===== config.mk =====
export PLATFORM = sky130hd
export DESIGN_NAME = pc_sequencer
export DESIGN_NICKNAME = d
export VERILOG_FILES = /design/src/rtl/pipe_pkg.sv /design/src/rtl/redirect_pending.sv /design/src/rtl/pc_sequencer.sv
export SDC_FILE = /design/constraint.sdc
export NUM_CORES = 1
export LEC_CHECK = 0
export ABC_AREA = 1
export BUFFER_PORTS_ARGS = -buffer_cell sky130_fd_sc_hd__buf_2
export CAP_MARGIN = 40
export CORE_MARGIN = 4
export CORE_UTILIZATION = 46
export CTS_CLUSTER_SIZE = 10
export DETAILED_ROUTE_END_ITERATION = 10
export PLACE_DENSITY = 0.78
export RECOVER_POWER = 100
export REMOVE_ABC_BUFFERS = 1
export SYNTH_ARGS = -nofsm -noshare
export SYNTH_HDL_FRONTEND = slang
export SYNTH_SLANG_ARGS = --single-unit

===== constraint.sdc =====
create_clock -name clk -period 1.8 [get_ports clk]
set_input_delay 0.18 -clock clk [delete_from_list [all_inputs] [get_ports clk]]
set_output_delay 0.18 -clock clk [all_outputs]
set_load 0.02 [all_outputs]

===== src/rtl/pipe_pkg.sv =====
// Shared pipeline codes: sequencer states, redirect kinds,
// default reset and exception vectors.
package pipe_pkg;

  localparam logic [1:0] ST_BOOT = 2'd0;
  localparam logic [1:0] ST_RUN  = 2'd1;
  localparam logic [1:0] ST_WAIT = 2'd2;

  typedef enum logic [1:0] {
    S_BOOT = ST_BOOT,
    S_RUN  = ST_RUN,
    S_WAIT = ST_WAIT
  } state_t;

  // Numeric order doubles as redirect priority.
  localparam logic [1:0] RK_NONE = 2'd0;
  localparam logic [1:0] RK_JMP  = 2'd1;
  localparam logic [1:0] RK_BR   = 2'd2;
  localparam logic [1:0] RK_EXC  = 2'd3;

  localparam logic [31:0] RESET_VEC_DEF = 32'h0000_0000;
  localparam logic [31:0] EXC_VEC_DEF   = 32'h0000_0180;

endpackage


===== src/rtl/redirect_pending.sv =====
// Holds the strongest redirect seen while imem is busy
// until the first ready cycle consumes it.
module redirect_pending
  import pipe_pkg::*;
#(
  parameter int ADDR_W = 32
) (
  input  logic              clk,
  input  logic              rst,
  input  logic [1:0]        ev_kind,
  input  logic [ADDR_W-1:0] ev_target,
  input  logic              ld,
  input  logic              clr,
  output logic [1:0]        pend_kind,
  output logic [ADDR_W-1:0] pend_target,
  output logic              live_wins
);

  assign live_wins = (ev_kind != RK_NONE) &&
                     (ev_kind >= pend_kind);

  always_ff @(posedge clk or negedge rst) begin
    if (!rst) begin
      pend_kind   <= RK_NONE;
      pend_target <= '0;
    end else if (clr) begin
      pend_kind   <= RK_NONE;
    end else if (ld && live_wins) begin
      pend_kind   <= ev_kind;
      pend_target <= ev_target;
    end
  end

endmodule


===== src/rtl/pc_sequencer.sv =====
// Next-PC selection, fetch handshake and flush generation
// for the 5-stage pipeline.
module pc_sequencer
  import pipe_pkg::*;
#(
  parameter int              ADDR_W    = 32,
  parameter logic [ADDR_W-1:0] RESET_VEC = ADDR_W'(RESET_VEC_DEF),
  parameter logic [ADDR_W-1:0] EXC_VEC   = ADDR_W'(EXC_VEC_DEF)
) (
  input  logic              clk,
  input  logic              rst,
  input  logic [ADDR_W-1:0] pc_cur,
  input  logic              stall,
  input  logic              br_taken,
  input  logic [ADDR_W-1:0] br_target,
  input  logic              jmp,
  input  logic [ADDR_W-1:0] jmp_target,
  input  logic              exc,
  input  logic              imem_ready,
  output logic [ADDR_W-1:0] pc_next,
  output logic              imem_req,
  output logic              if_valid,
  output logic              flush_if,
  output logic              flush_id
);

  state_t            state;
  state_t            nstate;
  logic [1:0]        live_kind;
  logic [ADDR_W-1:0] live_tgt;
  logic [1:0]        pend_kind;
  logic [ADDR_W-1:0] pend_tgt;
  logic              live_wins;
  logic              pend_ld;
  logic              pend_clr;
  logic              has_pend;
  logic              hold;

  always_comb begin
    live_kind = RK_NONE;
    live_tgt  = jmp_target;
    unique case (1'b1)
      exc: begin
        live_kind = RK_EXC;
        live_tgt  = EXC_VEC;
      end
      (!exc && br_taken): begin
        live_kind = RK_BR;
        live_tgt  = br_target;
      end
      (!exc && !br_taken && jmp): begin
        live_kind = RK_JMP;
        live_tgt  = jmp_target;
      end
      default: ;
    endcase
  end

  redirect_pending #(
    .ADDR_W(ADDR_W)
  ) u_pend (
    .clk        (clk),
    .rst        (rst),
    .ev_kind    (live_kind),
    .ev_target  (live_tgt),
    .ld         (pend_ld),
    .clr        (pend_clr),
    .pend_kind  (pend_kind),
    .pend_target(pend_tgt),
    .live_wins  (live_wins)
  );

  assign has_pend = (pend_kind != RK_NONE);
  // WAIT completing with nothing to apply re-issues pc_cur.
  assign hold     = (state == S_WAIT) || stall;

  always_comb begin
    nstate   = state;
    pc_next  = pc_cur;
    imem_req = 1'b0;
    if_valid = 1'b0;
    flush_if = 1'b0;
    flush_id = 1'b0;
    pend_ld  = 1'b0;
    pend_clr = 1'b0;
    unique case (state)
      S_RUN, S_WAIT: begin
        imem_req = 1'b1;
        if (!imem_ready) begin
          nstate   = S_WAIT;
          pend_ld  = 1'b1;
          flush_if = (live_kind != RK_NONE);
          flush_id = (live_kind >= RK_BR);
        end else begin
          nstate   = S_RUN;
          pend_clr = 1'b1;
          unique case (1'b1)
            live_wins: begin
              pc_next  = live_tgt;
              flush_if = 1'b1;
              flush_id = (live_kind >= RK_BR);
            end
            (!live_wins && has_pend): begin
              pc_next  = pend_tgt;
              flush_if = 1'b1;
            end
            (!live_wins && !has_pend && hold): begin
              pc_next  = pc_cur;
            end
            default: begin
              pc_next  = pc_cur + ADDR_W'(4);
              if_valid = 1'b1;
            end
          endcase
        end
      end
      default: begin
        nstate  = S_RUN;
        pc_next = RESET_VEC;
      end
    endcase
  end

  always_ff @(posedge clk or negedge rst) begin
    if (!rst) state <= S_BOOT;
    else      state <= nstate;
  end

endmodule


After elaboration in Yosys (flattened, before gate mapping)
Cells that the tools add are included.
- add/subtract/negate cells: 1
- multipliers: 0
- div/mod/pow operators: 0
- magnitude comparators: 2
- equal/unequal tests: 2
- shift-type cells: 0
- muxes and demuxes: 23
- bitwise logic cells: 1
- reduce and logical (&&, ||, !) cells: 20
- operators by type and width (operator ; number):
    $pmux 32 s3 ; 1
    $mux 32 ; 2
    $pmux 32 s2 ; 1
    $add 32x3->32 const B ; 1
    $mux 1 ; 14
    $logic_and 1x1->1 ; 8
    $mux 2 ; 4
    $pmux 2 s3 ; 1
    $reduce_bool 2->1 ; 3
    $logic_not 1->1 ; 4
    $reduce_or 2->1 ; 2
    $reduce_or 3->1 ; 1
    $eq 2x1->1 const B ; 1
    $eq 2x2->1 const B ; 1
    $ge 2x2->1 ; 1
    $ge 2x2->1 const B ; 1
    $reduce_and 2->1 ; 1
    $logic_or 1x1->1 ; 1
    $not 1->1 ; 1
- register bits: 36
- latch bits: 0
- RAM bits: 0
- memory bits (read-only): 0
- output and inout port bits: 36
- memories: 0

Depth between registers and ports, before layout
Gate-level depths: netlist of run 1.
- depth in word-level cells: 13
- depth in mapped cells: 15

Modules after synthesis
A second synthesis of run 1 with hierarchy kept.
- cells, all modules: 788
- area, all modules: 4285.4 um2
- modules (own cells, without submodules) (module ; instances ; cells each ; area an instance (um2) ; sequential area each (um2)):
    pc_sequencer ; 1 ; 631 ; 2834.0 ; 50.0
    redirect_pending ; 1 ; 157 ; 1451.4 ; 850.8

Least setup slack after synthesis of run 1
No wires, ideal clock.
- path kind: register to output
- start point: register u_pend.pend_kind[1]
- end point: output pc_next[11]
- arrival time: 1.782 ns
- path slack: -0.162 ns
- stages on the path, launching flop included: 10
- buffers on the path: 0
- cells stage by stage: dfrtp_1 inv_1 ha_1 nand2_1 nand3_1 nand2_4 nand3_2 nor2_2 nand3_1 nand3_1
- word-level cells in the longest chain between the ends: 8
- elaborated cells on any way between the ends: 11
- RTL lines (what ; RTL line ; RTL):
    from (decl) ; redirect_pending.sv:14 ; output logic [1:0] pend_kind,
    from (signal assigned) ; redirect_pending.sv:29 ; pend_kind <= ev_kind;
    $ge 2x2->1 ; redirect_pending.sv:20 ; (ev_kind >= pend_kind);
    $logic_and 1x1->1 ; redirect_pending.sv:19 ; assign live_wins = (ev_kind != RK_NONE) &&
    $logic_not 1->1 ; pc_sequencer.sv:103, pc_sequencer.sv:107 ;
    $logic_and 1x1->1 (2 in a row) ; pc_sequencer.sv:107 ; (!live_wins && !has_pend && hold): begin
    $pmux 32 s3 * ; pc_sequencer.sv:97 ; unique case (1'b1)
    $mux 32 * ; pc_sequencer.sv:89 ; if (!imem_ready) begin
    $mux 32 * ; pc_sequencer.sv:86 ; unique case (state)
    to (decl) ; pc_sequencer.sv:20 ; output logic [ADDR_W-1:0] pc_next,
Mark *: on every way between the ends. The rest lies on a longest branch, timed or not.

Worst setup path in the final report of run 1
- start point: register u_pend.pend_kind[1]
- end point: output pc_next[9]
The elaborated chain is that of the path after synthesis.

==> results of run 1 <==
through the flow:
step	cell area (um2)	total power, mW
finish	6040	8.08
global route	6040	8.51
CTS	5830	7.62
detailed placement	5270	5.94
global placement	5270	5.85
floorplan	3760	3.70
cells in the mapped netlist, drive strengths merged:
master | count | area [um2]
nand2 | 326 | 1240
nand3 | 79 | 405
inv | 64 | 240
nor2 | 61 | 274
o21ai | 47 | 235
dfrtp | 36 | 901
buf | 22 | 135
o22ai | 13 | 81.3
nand4 | 11 | 68.8
a22o | 10 | 87.6
clkbuf | 7 | 26.3
a21oi | 5 | 25.0
o211ai | 5 | 37.5
xor2 | 5 | 43.8
ha | 4 | 50.1
or2 | 3 | 18.8
o21bai | 2 | 15.0
xnor2 | 2 | 17.5
a22oi | 1 | 7.51
nand3b | 1 | 7.51
registers in the layout, summed over array words and instances, names as in the netlist:
| name | cells |
|---|---|
| state | 2 |
| u_pend.pend_kind | 2 |
| u_pend.pend_target | 32 |
layer usage:
metal  share of wire  vias to the layer above
met2            0.48                      305
met4           0.031                        0
li1                -                     2668
met1            0.40                     2524
met3           0.089                       55
met5               0                        -
cells by family (layout without fill, tap and decap cells):
family,Yosys count,count (layout),synth area share
xor+xnor,7,7,0.0156
flops,36,36,0.230
compound gates,83,83,0.125
simple gates,481,481,0.514
fa+ha+maj,4,4,0.0128
buf+inv,93,297,0.102
repair_timing:
action	4_1_cts	5_1_grt
pin swaps	35	34
setup buffers	5	6
gates resized for setup	111	65
endpoints found under the setup margin	36	62
hold buffers	1	0
endpoints found under the hold margin	19	0
gates cloned	3	0
power breakdown:
part / internal [mW] / leakage (nW) / switching, mW
Combinational: 2.53 / 2.73 / 3.50
Sequential: 1.12 / 0.466 / 0.154
Clock: 0.412 / 0.0552 / 0.354
how the worst max path moves through the flow:
stage                  end  slack, ns
3_3_place_gp   pc_next[19]      -0.35
4_1_cts        pc_next[14]      -0.52
6_report        pc_next[9]      -0.57
5_1_grt        pc_next[26]      -0.69
3_5_place_dp   pc_next[11]      -0.40
2_1_floorplan   pc_next[4]      -0.92
worst max-delay path, stage by stage (launching register included):
cell	delay, ns
sky130_fd_sc_hd__dfrtp_1	0.39
sky130_fd_sc_hd__inv_2	0.06
sky130_fd_sc_hd__ha_4	0.26
sky130_fd_sc_hd__nand2_1	0.06
sky130_fd_sc_hd__nand3_2	0.10
sky130_fd_sc_hd__nand2_4	0.09
sky130_fd_sc_hd__buf_12	0.16
sky130_fd_sc_hd__inv_12	0.08
sky130_fd_sc_hd__buf_12	0.14
sky130_fd_sc_hd__nand2_1	0.07
sky130_fd_sc_hd__o21ai_1	0.10
sky130_fd_sc_hd__nand2_1	0.08
sky130_fd_sc_hd__o211ai_1	0.10
sky130_fd_sc_hd__buf_4	0.17
area by class of cell:
type | count | share of cell area
clock buffer | 6 | 0.0120
clock inverter | 2 | 0.00580
inverter | 64 | 0.0422
multi-input combinational | 575 | 0.490
sequential | 36 | 0.149
tap | 105 | 0.0217
timing repair buffer | 225 | 0.279
==> impl_metrics.tcl, run 1 <==
set metrics [dict create \
    totalNegativeSetupSlack_ns -17.91 \
    dr.first_iter.drc_count 425 \
    numClockSinks 36 \
    failing_checks "negative setup slack" \
    clock_tree.root_cell "sky130_fd_sc_hd__clkbuf_8" \
    place.gp.congestion 0.962 \
    max_slew_margin 0.144 \
    max_slew.worst_pin.slew_ns 1.28 \
    proportion_of_layout_cells_with_a_drive_suffix_above_1 0.352 \
    grt_overflow_total 0 \
    initial_utilization 0.475 \
    worst_ep_arrival_time_ns 2.19 \
    timing_hold_violations_final 0 \
    clock_insertion_delay_at_the_later_pin_of_the_skew_report_ns 0.31 \
    cts_tree "done" \
    synth.avg_cell_area_um2 5.57 \
    clockBufferDepth 2 \
    wp_data_required_ns 1.62 \
    grt_setup_unrepaired "yes" \
    fin_crit_sh 1.32 \
    fin_skew_ns 0.0140 \
    placeableCoreArea_um2 8260 \
    dieArea_um2 10100 \
    power.static_leakage_nw 3.25 \
    status "finished with violations" \
    cp_max_fo 8 \
    drt-total-wl_mm 17.4 \
    leading_cell_types_in_the_layout_fill_and_taps_excluded "sky130_fd_sc_hd__nand2_1 (286), sky130_fd_sc_hd__buf_2 (102), sky130_fd_sc_hd__buf_4 (78)" \
    grt_first_pass_wirelength_mm 26.7 \
    synth_sequential_area_ratio 0.230 \
    hold_end "u_pend.pend_target[8]" \
    diodes 0 \
    global_route.peak_usage_layer "met2" \
    iteration_count_of_the_initial_detailed_routing_pass 6 \
    max_cap_viol_count 0 \
    grt_pass1_vias 5399 \
    endpoint_kind "output port" \
    power-per-cell-area_nw_per_um2 1340 \
    timing.setup.critical_path_class "reg2out" \
    die_w_um 100 \
    io_pins 139 \
    post_drt_via_cell_ratio 5.48 \
    worst_setup_path_startpoint "u_pend.pend_kind[1]" \
    layout.cells.most_common "sky130_fd_sc_hd__nand2_1" \
    max_freq_mhz 422 \
    final_std_cells_w_o_fill 1013 \
    flow.area_growth_from_synthesis_pct 54.2 \
    count_of_distinct_cell_types_in_the_synthesized_netlist 31 \
    placement_rows 33 \
    multi_input_comb_area_um2 2960 \
    global_route.usage.met1 0.437 \
    regArea_um2 901 \
    num-nets-final 1014 \
    worstSetupStartpointType "register" \
    routedWlPerCell_um 17.1 \
    post-place-cells 994 \
    groute.layer.met3.usage 0.0473 \
    met2_resource_use_gr 0.561 \
    timing.reg2reg.setup_slack_ns -0.10 \
    worst_r2r_startpoint "state[1]" \
    number_of_fill_cells_in_the_layout 740 \
    min-delay-start "jmp_target[8]" \
    irDropWorstVdd_v 0.000670 \
    yosysWarnings 0 \
    die_y_um 100 \
    postRouteAntennaNets 0 \
    setup_slack_placement_ns -0.400 \
    post_synth_instance_area_um2 3920 \
    tritoncts.num_buffers 5 \
    timing.hold.ws_ns 0.215 \
    htree_levels 2 \
    total_setup_violations_reported_at_the_end_of_the_flow 58 \
    grt_start_max_net_pins 33 \
    groute.usage.overall 0.335 \
    detailed_place_hpwl_mm 12.5 \
    drcViolationCount 0 \
    final_core_utilization 0.732 \
    worst_r2r_path_depth 6 \
    timing.hold.worst.class "in2reg" \
    seq_cells_post_synth 36 \
    finalWorstSetupSlack_ns -0.568 \
    reg2reg_to "u_pend.pend_target[10]" \
    hold_depth 3 \
    postSynthCellCount 704 \
    portBuffers 138 \
    route.vias.total 5552 \
    cts.reportedPaths.clkPinSlew_ns 0.09 \
    antenna_found_initial 0 \
    final_max_slew_viol_count 0 \
    period_needed_ns 2.37 \
]
Power figures use the tool's default switching activity.
==> run 2: changes to the inputs <==
--- a/config.mk
+++ b/config.mk
@@ -12,7 +12,7 @@
 export CORE_UTILIZATION = 46
 export CTS_CLUSTER_SIZE = 10
 export DETAILED_ROUTE_END_ITERATION = 10
-export PLACE_DENSITY = 0.78
+export PLACE_DENSITY_LB_ADDON = 0.2
 export RECOVER_POWER = 100
 export REMOVE_ABC_BUFFERS = 1
 export SYNTH_ARGS = -nofsm -noshare
==> impl_metrics.tcl, run 2 (synthesis results as in run 1) <==
set metrics [dict create \
    status "finished with violations" \
    failing_checks "negative setup slack" \
    wp_data_required_ns 1.62 \
    final_max_slew_viol_count 0 \
    dieArea_um2 10100 \
    leading_cell_types_in_the_layout_fill_and_taps_excluded "sky130_fd_sc_hd__nand2_1 (304), sky130_fd_sc_hd__buf_2 (107), sky130_fd_sc_hd__buf_4 (65)" \
    htree_levels 2 \
    io_pins 139 \
    postLayoutCellArea_um2 5950 \
    placement_rows 33 \
    timing_hold_violations_final 0 \
    post_dp_cell_area_um2 5240 \
    timing.setup.critical_path_class "reg2out" \
    worstSetupStartpointType "register" \
    period_needed_ns 2.31 \
    clock_tree.root_cell "sky130_fd_sc_hd__clkbuf_8" \
    detailed_place_hpwl_mm 12.3 \
    timing.hold.ws_ns 0.241 \
    die_y_um 100 \
    grt_setup_unrepaired "yes" \
    endpoint_kind "output port" \
    cp_max_fo 14 \
    die_w_um 100 \
    numClockSinks 36 \
    worst_r2r_startpoint "state[1]" \
    num-nets-final 1008 \
    irDropWorstVdd_v 0.000744 \
    power-per-cell-area_nw_per_um2 1300 \
    fin_skew_ns 0.0116 \
    reg2reg_to "u_pend.pend_target[26]" \
    grt_first_pass_wirelength_mm 25.3 \
    cts.reportedPaths.clkPinSlew_ns 0.09 \
    clockBufferDepth 2 \
    place.gp.congestion 0.944 \
    groute.usage.overall 0.318 \
    fin_crit_sh 1.29 \
    dr.first_iter.drc_count 381 \
    finalWorstSetupSlack_ns -0.515 \
    hold_depth 5 \
    diodes 0 \
    timing.hold.worst.class "in2reg" \
    clock_insertion_delay_at_the_later_pin_of_the_skew_report_ns 0.30 \
    route.vias.total 5502 \
    drcViolationCount 0 \
    grt_overflow_total 0 \
    tritoncts.num_buffers 5 \
    max_freq_mhz 432 \
    iteration_count_of_the_initial_detailed_routing_pass 5 \
    hold_end "u_pend.pend_target[12]" \
    routedWlPerCell_um 16.7 \
    grt_pass1_vias 5208 \
    total_setup_violations_reported_at_the_end_of_the_flow 57 \
    flow.area_growth_from_synthesis_pct 51.7 \
    timing.reg2reg.setup_slack_ns -0.10 \
    max_slew.worst_pin.slew_ns 1.12 \
    max_cap_viol_count 0 \
    grt_start_max_net_pins 33 \
    drt-total-wl_mm 16.8 \
    layout.cells.most_common "sky130_fd_sc_hd__nand2_1" \
    largest-register "u_pend.pend_target" \
    postRouteAntennaNets 0 \
    max_slew_margin 0.255 \
    totalNegativeSetupSlack_ns -17.37 \
    placeableCoreArea_um2 8260 \
    portBuffers 138 \
    setup_slack_placement_ns -0.473 \
    proportion_of_layout_cells_with_a_drive_suffix_above_1 0.328 \
    worst_ep_arrival_time_ns 2.13 \
    top_regs "u_pend.pend_target: 32 flops, state: 2 flops, u_pend.pend_kind: 2 flops" \
    power.static_leakage_nw 3.13 \
    initial_utilization 0.475 \
    worst_r2r_path_depth 6 \
    largest_register_ff_count 32 \
    post_drt_via_cell_ratio 5.46 \
    antenna_found_initial 0 \
    cts_tree "done" \
    min-delay-start "br_target[12]" \
]
run 2: cell count changes in the layout (fill, tap and decap cells not counted), sizes merged:
| cell | previous run | this run |
|---|---|---|
| buf | 221 | 212 |
| clkbuf | 9 | 11 |
| clkinvlp | 0 | 1 |
run 2: stage by stage:
stage	utilization	power, mW	instances
final	0.720	7.71	1007
after floorplan	-	3.70	675
after global routing	0.720	8.14	1007
after detailed placement	0.634	5.79	990
after global placement	0.634	5.70	990
after CTS	0.692	7.26	1002
run 2: worst max-delay path by stage:
stage                  end                 from  slack [ns]
5_1_grt        pc_next[26]  u_pend.pend_kind[0]       -0.59
3_5_place_dp    pc_next[7]             br_taken       -0.47
2_1_floorplan   pc_next[4]                  exc       -0.92
4_1_cts         pc_next[3]  u_pend.pend_kind[0]       -0.49
3_3_place_gp    pc_next[7]             br_taken       -0.36
6_report        pc_next[1]  u_pend.pend_kind[0]       -0.51
run 2: timing repair:
action / 4_1_cts / 5_1_grt
gates cloned: 1 / 1
hold endpoints to repair: 17 / 0
hold buffers: 1 / 0
endpoints found under the setup margin: 35 / 53
pin swaps: 16 / 20
gates resized for setup: 87 / 55
buffers inserted: 2 / 5
run 2: layer usage:
metal / GRT usage / part of all wire
met5: 0 / 0
met4: 0.137 / 0.036
met2: 0.513 / 0.47
met1: 0.427 / 0.41
met3: 0.0417 / 0.084
run 2: final cells by class:
type / count / area (um2)
inverter: 64 / 258
multi-input combinational: 575 / 2910
tap: 105 / 131
fill: 731 / 2310
sequential: 36 / 901
clock buffer: 5 / 68.8
timing repair buffer: 219 / 1630
clock inverter: 3 / 42.5
run 2: where the power goes:
group	leakage [nW]	switching, mW	internal [mW]
combinational	2.61	3.34	2.33
clock	0.0541	0.357	0.411
sequential	0.466	0.146	1.12
total	3.13	3.84	3.87
run 2: critical path: stages (launching register included):
cell and delay, ns:
sky130_fd_sc_hd__dfrtp_1 0.45, sky130_fd_sc_hd__ha_4 0.30, sky130_fd_sc_hd__nand2_4 0.05, sky130_fd_sc_hd__nand3_4 0.09, sky130_fd_sc_hd__nand2_8 0.10, sky130_fd_sc_hd__nand3_4 0.16, sky130_fd_sc_hd__nand2_2 0.10, sky130_fd_sc_hd__inv_6 0.13
sky130_fd_sc_hd__buf_4 0.13, sky130_fd_sc_hd__nand2_1 0.05, sky130_fd_sc_hd__nand2_1 0.08, sky130_fd_sc_hd__buf_2 0.19
==> run 3: changes to the inputs <==
--- a/config.mk
+++ b/config.mk
@@ -12,7 +12,8 @@
 export CORE_UTILIZATION = 46
 export CTS_CLUSTER_SIZE = 10
 export DETAILED_ROUTE_END_ITERATION = 10
-export PLACE_DENSITY_LB_ADDON = 0.2
+export GPL_TIMING_DRIVEN = 0
+export PLACE_DENSITY_LB_ADDON = 0.25
 export RECOVER_POWER = 100
 export REMOVE_ABC_BUFFERS = 1
 export SYNTH_ARGS = -nofsm -noshare
==> impl_metrics.tcl, run 3 (synthesis results as in run 1) <==
set metrics [dict create \
    io_pins 139 \
    clock_insertion_delay_at_the_later_pin_of_the_skew_report_ns 0.30 \
    fin_crit_sh 1.35 \
    layout.cells.most_common "sky130_fd_sc_hd__nand2_1" \
    leading_cell_types_in_the_layout_fill_and_taps_excluded "sky130_fd_sc_hd__nand2_1 (287), sky130_fd_sc_hd__buf_2 (103), sky130_fd_sc_hd__nand3_1 (63)" \
    iteration_count_of_the_initial_detailed_routing_pass 5 \
    routedWlPerCell_um 17.6 \
    totalNegativeSetupSlack_ns -24.43 \
    total_setup_violations_reported_at_the_end_of_the_flow 69 \
    die_y_um 100 \
    postRouteAntennaNets 0 \
    failing_checks "negative setup slack" \
    placement_rows 33 \
    place.gp.congestion 0.927 \
    htree_levels 2 \
    drcViolationCount 0 \
    grt_pass1_vias 5345 \
    largest-register "u_pend.pend_target" \
    cts.reportedPaths.clkPinSlew_ns 0.09 \
    status "finished with violations" \
    final_max_slew_viol_count 0 \
    wp_data_required_ns 1.62 \
    grt_overflow_total 0 \
    max_freq_mhz 412 \
    num-nets-final 968 \
    dieArea_um2 10100 \
    numClockSinks 36 \
    portBuffers 138 \
    largest_register_ff_count 32 \
    tritoncts.num_buffers 5 \
    worstSetupStartpointType "register" \
    timing.hold.worst.class "in2reg" \
    finalWorstSetupSlack_ns -0.625 \
    path_cells "inv_2, ha_4, nand2_4, nand3_4, nand2_8, nand3_4, buf_6, nand2_8, clkinvlp_4, nand2_2, nand3_2, buf_6" \
    timing.setup.critical_path_class "reg2out" \
    grt_first_pass_wirelength_mm 26.6 \
    irDropWorstVdd_v 0.000973 \
    setup_slack_placement_ns -2.17 \
    grt_start_max_net_pins 35 \
    antenna_found_initial 0 \
    diodes 0 \
    flow.area_growth_from_synthesis_pct 47.0 \
    clockBufferDepth 2 \
    max_cap_viol_count 0 \
    timing_hold_violations_final 0 \
    endpoint_kind "output port" \
    groute.usage.overall 0.333 \
    route.vias.total 5497 \
    power.static_leakage_nw 2.94 \
    crit_path_max_incr_delay_ns 0.40 \
    period_needed_ns 2.42 \
    post_drt_via_cell_ratio 5.68 \
    power-per-cell-area_nw_per_um2 1360 \
    clock_tree.root_cell "sky130_fd_sc_hd__clkbuf_8" \
    cpMaxStageDelayCell "sky130_fd_sc_hd__dfrtp_1" \
    dr.first_iter.drc_count 508 \
    final_power_mw 7.83 \
    drt-total-wl_mm 17.0 \
    top_regs "u_pend.pend_target: 32 flops, state: 2 flops, u_pend.pend_kind: 2 flops" \
    fin_skew_ns 0.00327 \
    post-place-cells 921 \
    max_slew_margin 0.189 \
    cts_tree "done" \
    final_std_cells_w_o_fill 967 \
    initial_utilization 0.475 \
    cp_max_fo 7 \
    die_w_um 100 \
    max_slew.worst_pin.slew_ns 1.22 \
    grt_setup_unrepaired "yes" \
    proportion_of_layout_cells_with_a_drive_suffix_above_1 0.316 \
    detailed_place_hpwl_mm 11.0 \
    worst_ep_arrival_time_ns 2.24 \
    placeableCoreArea_um2 8260 \
]
-- run 3: changes by cell type in the layout (fill, tap and decap cells not counted), sizes merged --
cell and change:
buf -42, clkbuf -4, clkinvlp +3, nand2 +3, inv -2, clkinv +1
nor2 +1
-- run 3: routing by layer --
metal | up-vias | GRT usage | part of all wire
li1 | 2575 | - | -
met3 | 54 | 0.0556 | 0.10
met5 | - | 0 | 0
met2 | 342 | 0.547 | 0.46
met4 | 0 | 0.105 | 0.029
met1 | 2526 | 0.446 | 0.41
-- run 3: area by class of cell --
type,instances,area [um2]
multi-input cells,579,2990
fillers,732,2500
repair inverters,2,23.8
clock inverters,3,42.5
clock buffers,5,68.8
repair buffers,173,1290
flip-flops and latches,36,901
inverters,64,305
well taps,105,131
-- run 3: final timing paths --
check	from	to	slack, ns	cells after the start
setup / recovery	u_pend.pend_kind[1]	pc_next[11]	-0.62	12
hold / removal	jmp	u_pend.pend_kind[0]	0.22	3
setup reg to reg	state[0]	u_pend.pend_target[15]	-0.22	8
hold reg to reg	u_pend.pend_target[20]	u_pend.pend_target[20]	0.50	2
max in group asynchronous	rst	u_pend.pend_target[29]	0.10	3
min in group asynchronous	rst	u_pend.pend_target[9]	0.65	2
-- run 3: metrics by stage --
| stage | hold slack (ns) | utilization | area, um2 |
|---|---|---|---|
| final | 0.222 | 0.697 | 5760 |
| after global routing | 0.253 | 0.697 | 5760 |
| after CTS | 0.215 | 0.679 | 5610 |
| after detailed placement | 0.191 | 0.564 | 4650 |
| after global placement | 0.347 | 0.555 | 4580 |
| after floorplan | -0.116 | - | 3760 |
-- run 3: where the power goes --
part | switching [mW] | internal (mW)
Clock | 0.361 | 0.411
Combinational | 3.52 | 2.27
Sequential | 0.148 | 1.12
Total | 4.03 | 3.80
-- run 3: critical path, delay by kind of cell, from the launching register on --
kind / cells / cell delay, ns
adders and majority gates: 1 / 0.21
DFF: 1 / 0.40
and+or+nand+nor: 7 / 0.73
buffers and inverters: 4 / 0.59
-- run 3: timing repair --
item	4_1_cts	5_1_grt
buffers inserted	28	2
hold buffers	1	0
endpoints found under the hold margin	17	0
pin swaps	66	25
endpoints found under the setup margin	70	69
cloned	6	0
resized for setup	150	39
